===== config.mk =====
export PLATFORM = sky130hd
export DESIGN_NAME = spi_lb_pattern_gen
export DESIGN_NICKNAME = d
export VERILOG_FILES = /design/src/rtl/spi_lb_pkg.sv /design/src/rtl/spi_lb_pattern_gen.sv
export SDC_FILE = /design/constraint.sdc
export NUM_CORES = 1
export LEC_CHECK = 0
export ABC_AREA = 1
export CAP_MARGIN = 20
export CORE_MARGIN = 1
export CORE_UTILIZATION = 41
export CTS_BUF_LIST = sky130_fd_sc_hd__clkbuf_2
export DETAILED_ROUTE_END_ITERATION = 7
export MAX_ROUTING_LAYER = met4
export PLACE_DENSITY = 0.87
export SYNTH_ARGS = -nofsm -noshare
export SYNTH_HDL_FRONTEND = slang
export SYNTH_SLANG_ARGS = --single-unit

===== constraint.sdc =====
create_clock -name clk -period 1 [get_ports clk]
set_clock_uncertainty 0.2 [all_clocks]
set_input_delay 0.2 -clock clk [delete_from_list [all_inputs] [get_ports clk]]
set_output_delay 0.2 -clock clk [all_outputs]
set_load 0.05 [all_outputs]

===== src/rtl/spi_lb_pkg.sv =====
// spi_lb_pkg: shared state type and pattern math
// for the SPI loopback pattern checker.
package spi_lb_pkg;

   typedef enum logic [1:0] {
      IDLE,
      RUN,
      DRAIN,
      DONE
   } lb_state_t;

   // Maximal-length feedback masks, bit n-1 set for tap n
   localparam logic [31:0] TAPS [2:32] = '{
      32'h0000_0003, 32'h0000_0006, 32'h0000_000C,
      32'h0000_0014, 32'h0000_0030, 32'h0000_0060,
      32'h0000_00B8, 32'h0000_0110, 32'h0000_0240,
      32'h0000_0500, 32'h0000_0829, 32'h0000_100D,
      32'h0000_2015, 32'h0000_6000, 32'h0000_D008,
      32'h0001_2000, 32'h0002_0400, 32'h0004_0023,
      32'h0009_0000, 32'h0014_0000, 32'h0030_0000,
      32'h0042_0000, 32'h00E1_0000, 32'h0120_0000,
      32'h0200_0023, 32'h0400_0013, 32'h0900_0000,
      32'h1400_0000, 32'h2000_0029, 32'h4800_0000,
      32'h8020_0003
   };

   function automatic logic [31:0] next_word(
      input logic [31:0] cur,
      input logic        pattern,
      input int          width
   );
      logic [31:0] mask;
      logic [31:0] nxt;
      mask = (32'd1 << width) - 32'd1;
      if (pattern) begin
         nxt = {cur[30:0], ^(cur & TAPS[width[5:0]])};
      end else begin
         nxt = cur + 32'd1;
      end
      return nxt & mask;
   endfunction

endpackage


===== src/rtl/spi_lb_pattern_gen.sv =====
// spi_lb_pattern_gen: seedable word stream, one word
// per advance; used for both transmit and expected data.
module spi_lb_pattern_gen
   import spi_lb_pkg::*;
#(
   parameter int DATA_WIDTH = 16,
   parameter int PATTERN    = 1
) (
   input  logic                  clk,
   input  logic                  rstn,
   input  logic                  load_i,
   input  logic [DATA_WIDTH-1:0] seed_i,
   input  logic                  adv_i,
   output logic [DATA_WIDTH-1:0] word_o
);

   logic [DATA_WIDTH-1:0] word_q;
   logic [DATA_WIDTH-1:0] word_d;
   logic [DATA_WIDTH-1:0] seed_fix;

   // Load the seed (all-ones instead of a locked LFSR) or step
   always_comb begin
      seed_fix = seed_i;
      if (PATTERN != 0 && seed_i == '0) begin
         seed_fix = '1;
      end
      word_d = word_q;
      if (load_i) begin
         word_d = seed_fix;
      end else if (adv_i) begin
         word_d = DATA_WIDTH'(next_word(32'(word_q),
                                        1'(PATTERN),
                                        DATA_WIDTH));
      end
   end

   // Current word register
   always_ff @(posedge clk or negedge rstn) begin
      if (!rstn) begin
         word_q <= '0;
      end else begin
         word_q <= word_d;
      end
   end

   assign word_o = word_q;

endmodule


==> results.sh <==
export IMPL_hold_slack_ns=-0.03640
export IMPL_fin_util_pct=95.35
export IMPL_setup_slack_ns=-0.4570
export IMPL_rr_worst_depth=9
export IMPL_grt_pass1_vias=1356
export IMPL_hold_path_class="in2async"
export IMPL_worstSetupPathType="reg2out"
export IMPL_p_leak_nw=1.115
export IMPL_num_nets_final=244
export IMPL_syn_num_nets=171
export IMPL_grt_pass1_wl_um=6768
export IMPL_register_area_um2=419.2
export IMPL_synth_cells=151
export IMPL_crit_start="word_o[12]"
export IMPL_die_h_um=50.95
export IMPL_cp_start_kind="flop"
export IMPL_ios=36
export IMPL_drv_slew=0
export IMPL_htreeDepth=1
export IMPL_vias_per_cell=5.984
export IMPL_area_growth_syn_to_layout_pct=116.8
export IMPL_synth_yosys_seq_area_share_pct=40.76
export IMPL_cts_tree="yes"
export IMPL_postRouteAntennaNets=0
export IMPL_worstPathRequired_ns=0.60
export IMPL_ys_warnings_count=0
export IMPL_coreArea_um2=2233
export IMPL_final_cells=252
export IMPL_crit_path_end="word_o[12]"
export IMPL_wl_um=5803
export IMPL_violations="hold timing, setup timing"
export IMPL_dp_hpwl_um=2206
export IMPL_grtUsageTotal_pct=37.56
export IMPL_antenna_found_initial=1
export IMPL_setup_violations=32
export IMPL_cts_sinks=16
export IMPL_rsz0062_at_grt="true"
export IMPL_die_w_um=50.95
export IMPL_drive_above_1_share_pct=66.37
export IMPL_route_vias_total=1508
export IMPL_synth_cell_types=14
export IMPL_fmaxAchievable_mhz=686.3
export IMPL_first_pass_iters=6
export IMPL_dr_first_iter_drc_count=136
export IMPL_cts_buffers=3
export IMPL_insertion_delay_ns=0.34
export IMPL_root_buffer="clkbuf_2"
export IMPL_period_minus_slack_ns=1.457
export IMPL_ys_ff_latch=16
export IMPL_worstReg2RegEnd="word_o[0]"
export IMPL_num_rows=17
export IMPL_drc_errors=0
export IMPL_slew_headroom_pct=85.56
export IMPL_wl_per_cell_um=23.03
export IMPL_cts_path_max_buffers=2
export IMPL_cts_hold_buf=0
export IMPL_outcome="finished, violations left"
export IMPL_avgSynthCellArea_um2=6.505
export IMPL_grt_remaining_overflow=0
export IMPL_grt_max_degree=19
export IMPL_largest_reg_flops=16
export IMPL_syn_area_um2=982.2
export IMPL_tightest_slew_ns=0.2151
export IMPL_multi_input_area_um2=705.7
export IMPL_cts_clk_slew_worst_paths_ns=0.20
export IMPL_max_cap_violations=0
export IMPL_numPortBuffers=35
export IMPL_worst_setup_path_end_kind="output pin"
export IMPL_r2r_start="word_o[3]"
export IMPL_ir_drop_mv=1.151
export IMPL_period_share_pct=145.7
export IMPL_initial_utilization_pct=43.98
export IMPL_hold_viol_final=16
export IMPL_dpl_cell_area_um2=1670
export IMPL_critPathArrivalTime_ns=1.06
export IMPL_power_density_nw_per_um2=1209
export IMPL_cp_max_fo=2
export IMPL_final_area_um2=2130
export IMPL_finalPower_w=0.002575
export IMPL_die_area_um2=2595
export IMPL_placed_cells=222
export IMPL_place_gp_congestion=0.8459
export IMPL_r2r_slack_ns=-0.44
export IMPL_fill_cells=54
how the worst min path moves through the flow:
stage	startpoint	end	slack, ns	cells past startpoint
after global routing	rstn	word_o[7]	-0.04	2
final	rstn	word_o[0]	-0.04	2
after CTS	seed_i[14]	word_o[14]	0.02	5
after floorplan	rstn	word_o[0]	-0.30	0
after detailed placement	word_o[1]	word_o[1]	0.35	2
after global placement	word_o[15]	word_o[15]	0.34	2
cells by family (layout without fill, tap and decap cells):
family,Yosys count,count (layout),share of synthesized area (%)
DFF,16,16,40.76
and+or+nand+nor,102,103,43.19
buffers and inverters,26,97,11.97
other,0,1,0
AOI/OAI and AO/OA,7,7,4.076
cell usage after synthesis (all sizes together):
library cell	count	area share [%]
nor2	15	6.5
clkinv	1	0.38
dfrtp	16	41
inv	18	6.9
nand3	25	13
buf	7	4.7
a21oi	4	2.0
nand2	62	24
a22oi	2	1.5
o21ai	1	0.51
per-stage QoR:
step / setup WS, ns / setup TNS, ns
detailed placement: -0.7120 / -11.24
floorplan: -0.2470 / -1.219
global placement: -0.6495 / -10.58
CTS: -0.3958 / -6.374
finish: -0.4570 / -9.105
global route: -0.4900 / -9.918
where the power goes:
group	switching (W)	internal (W)	total, W
Sequential	0.0000973	0.000728	0.000825
Clock	0.000261	0.000106	0.000367
Combinational	0.000719	0.000663	0.00138
Total	0.00108	0.00150	0.00257
cell usage in the layout (no fill, tap or decap), drive strengths merged:
master,instances
dlygate4sd2,1
a22oi,2
nand2,63
nand3,25
clkbuf,5
dfrtp,16
clkinv,1
clkdlybuf4s15,7
nor2,15
inv,18
a21oi,4
buf,64
diode,1
clkdlybuf4s50,1
o21ai,1
repair_timing:
item,in CTS,in global routing
pin swaps,24,16
setup buffers,15,15
cloned,2,0
resized for setup,98,42
setup endpoints to repair,32,32
routing by layer:
metal  up-vias  global-route usage [%]  share of wire, %
met5         -                       -                 0
met4         0                   23.61               7.9
met3        51                   6.548                11
met2       157                   59.65                46
met1       690                   43.88                35
li1        610                       -                 -
area by class of cell:
type / count / share of cell area [%]
Clock buffer: 4 / 0.9401
Antenna cell: 1 / 0.1175
Timing Repair Buffer: 74 / 40.78
Multi-Input combinational cell: 110 / 33.14
Tap cell: 28 / 1.645
Sequential cell: 16 / 19.68
Inverter: 19 / 3.702
critical path, stage by stage (launching register included):
cell	delay, ns
dfrtp_2	0.47
buf_6	0.13
buf_12	0.13
No activity file was read; power rests on OpenSTA's default activity.
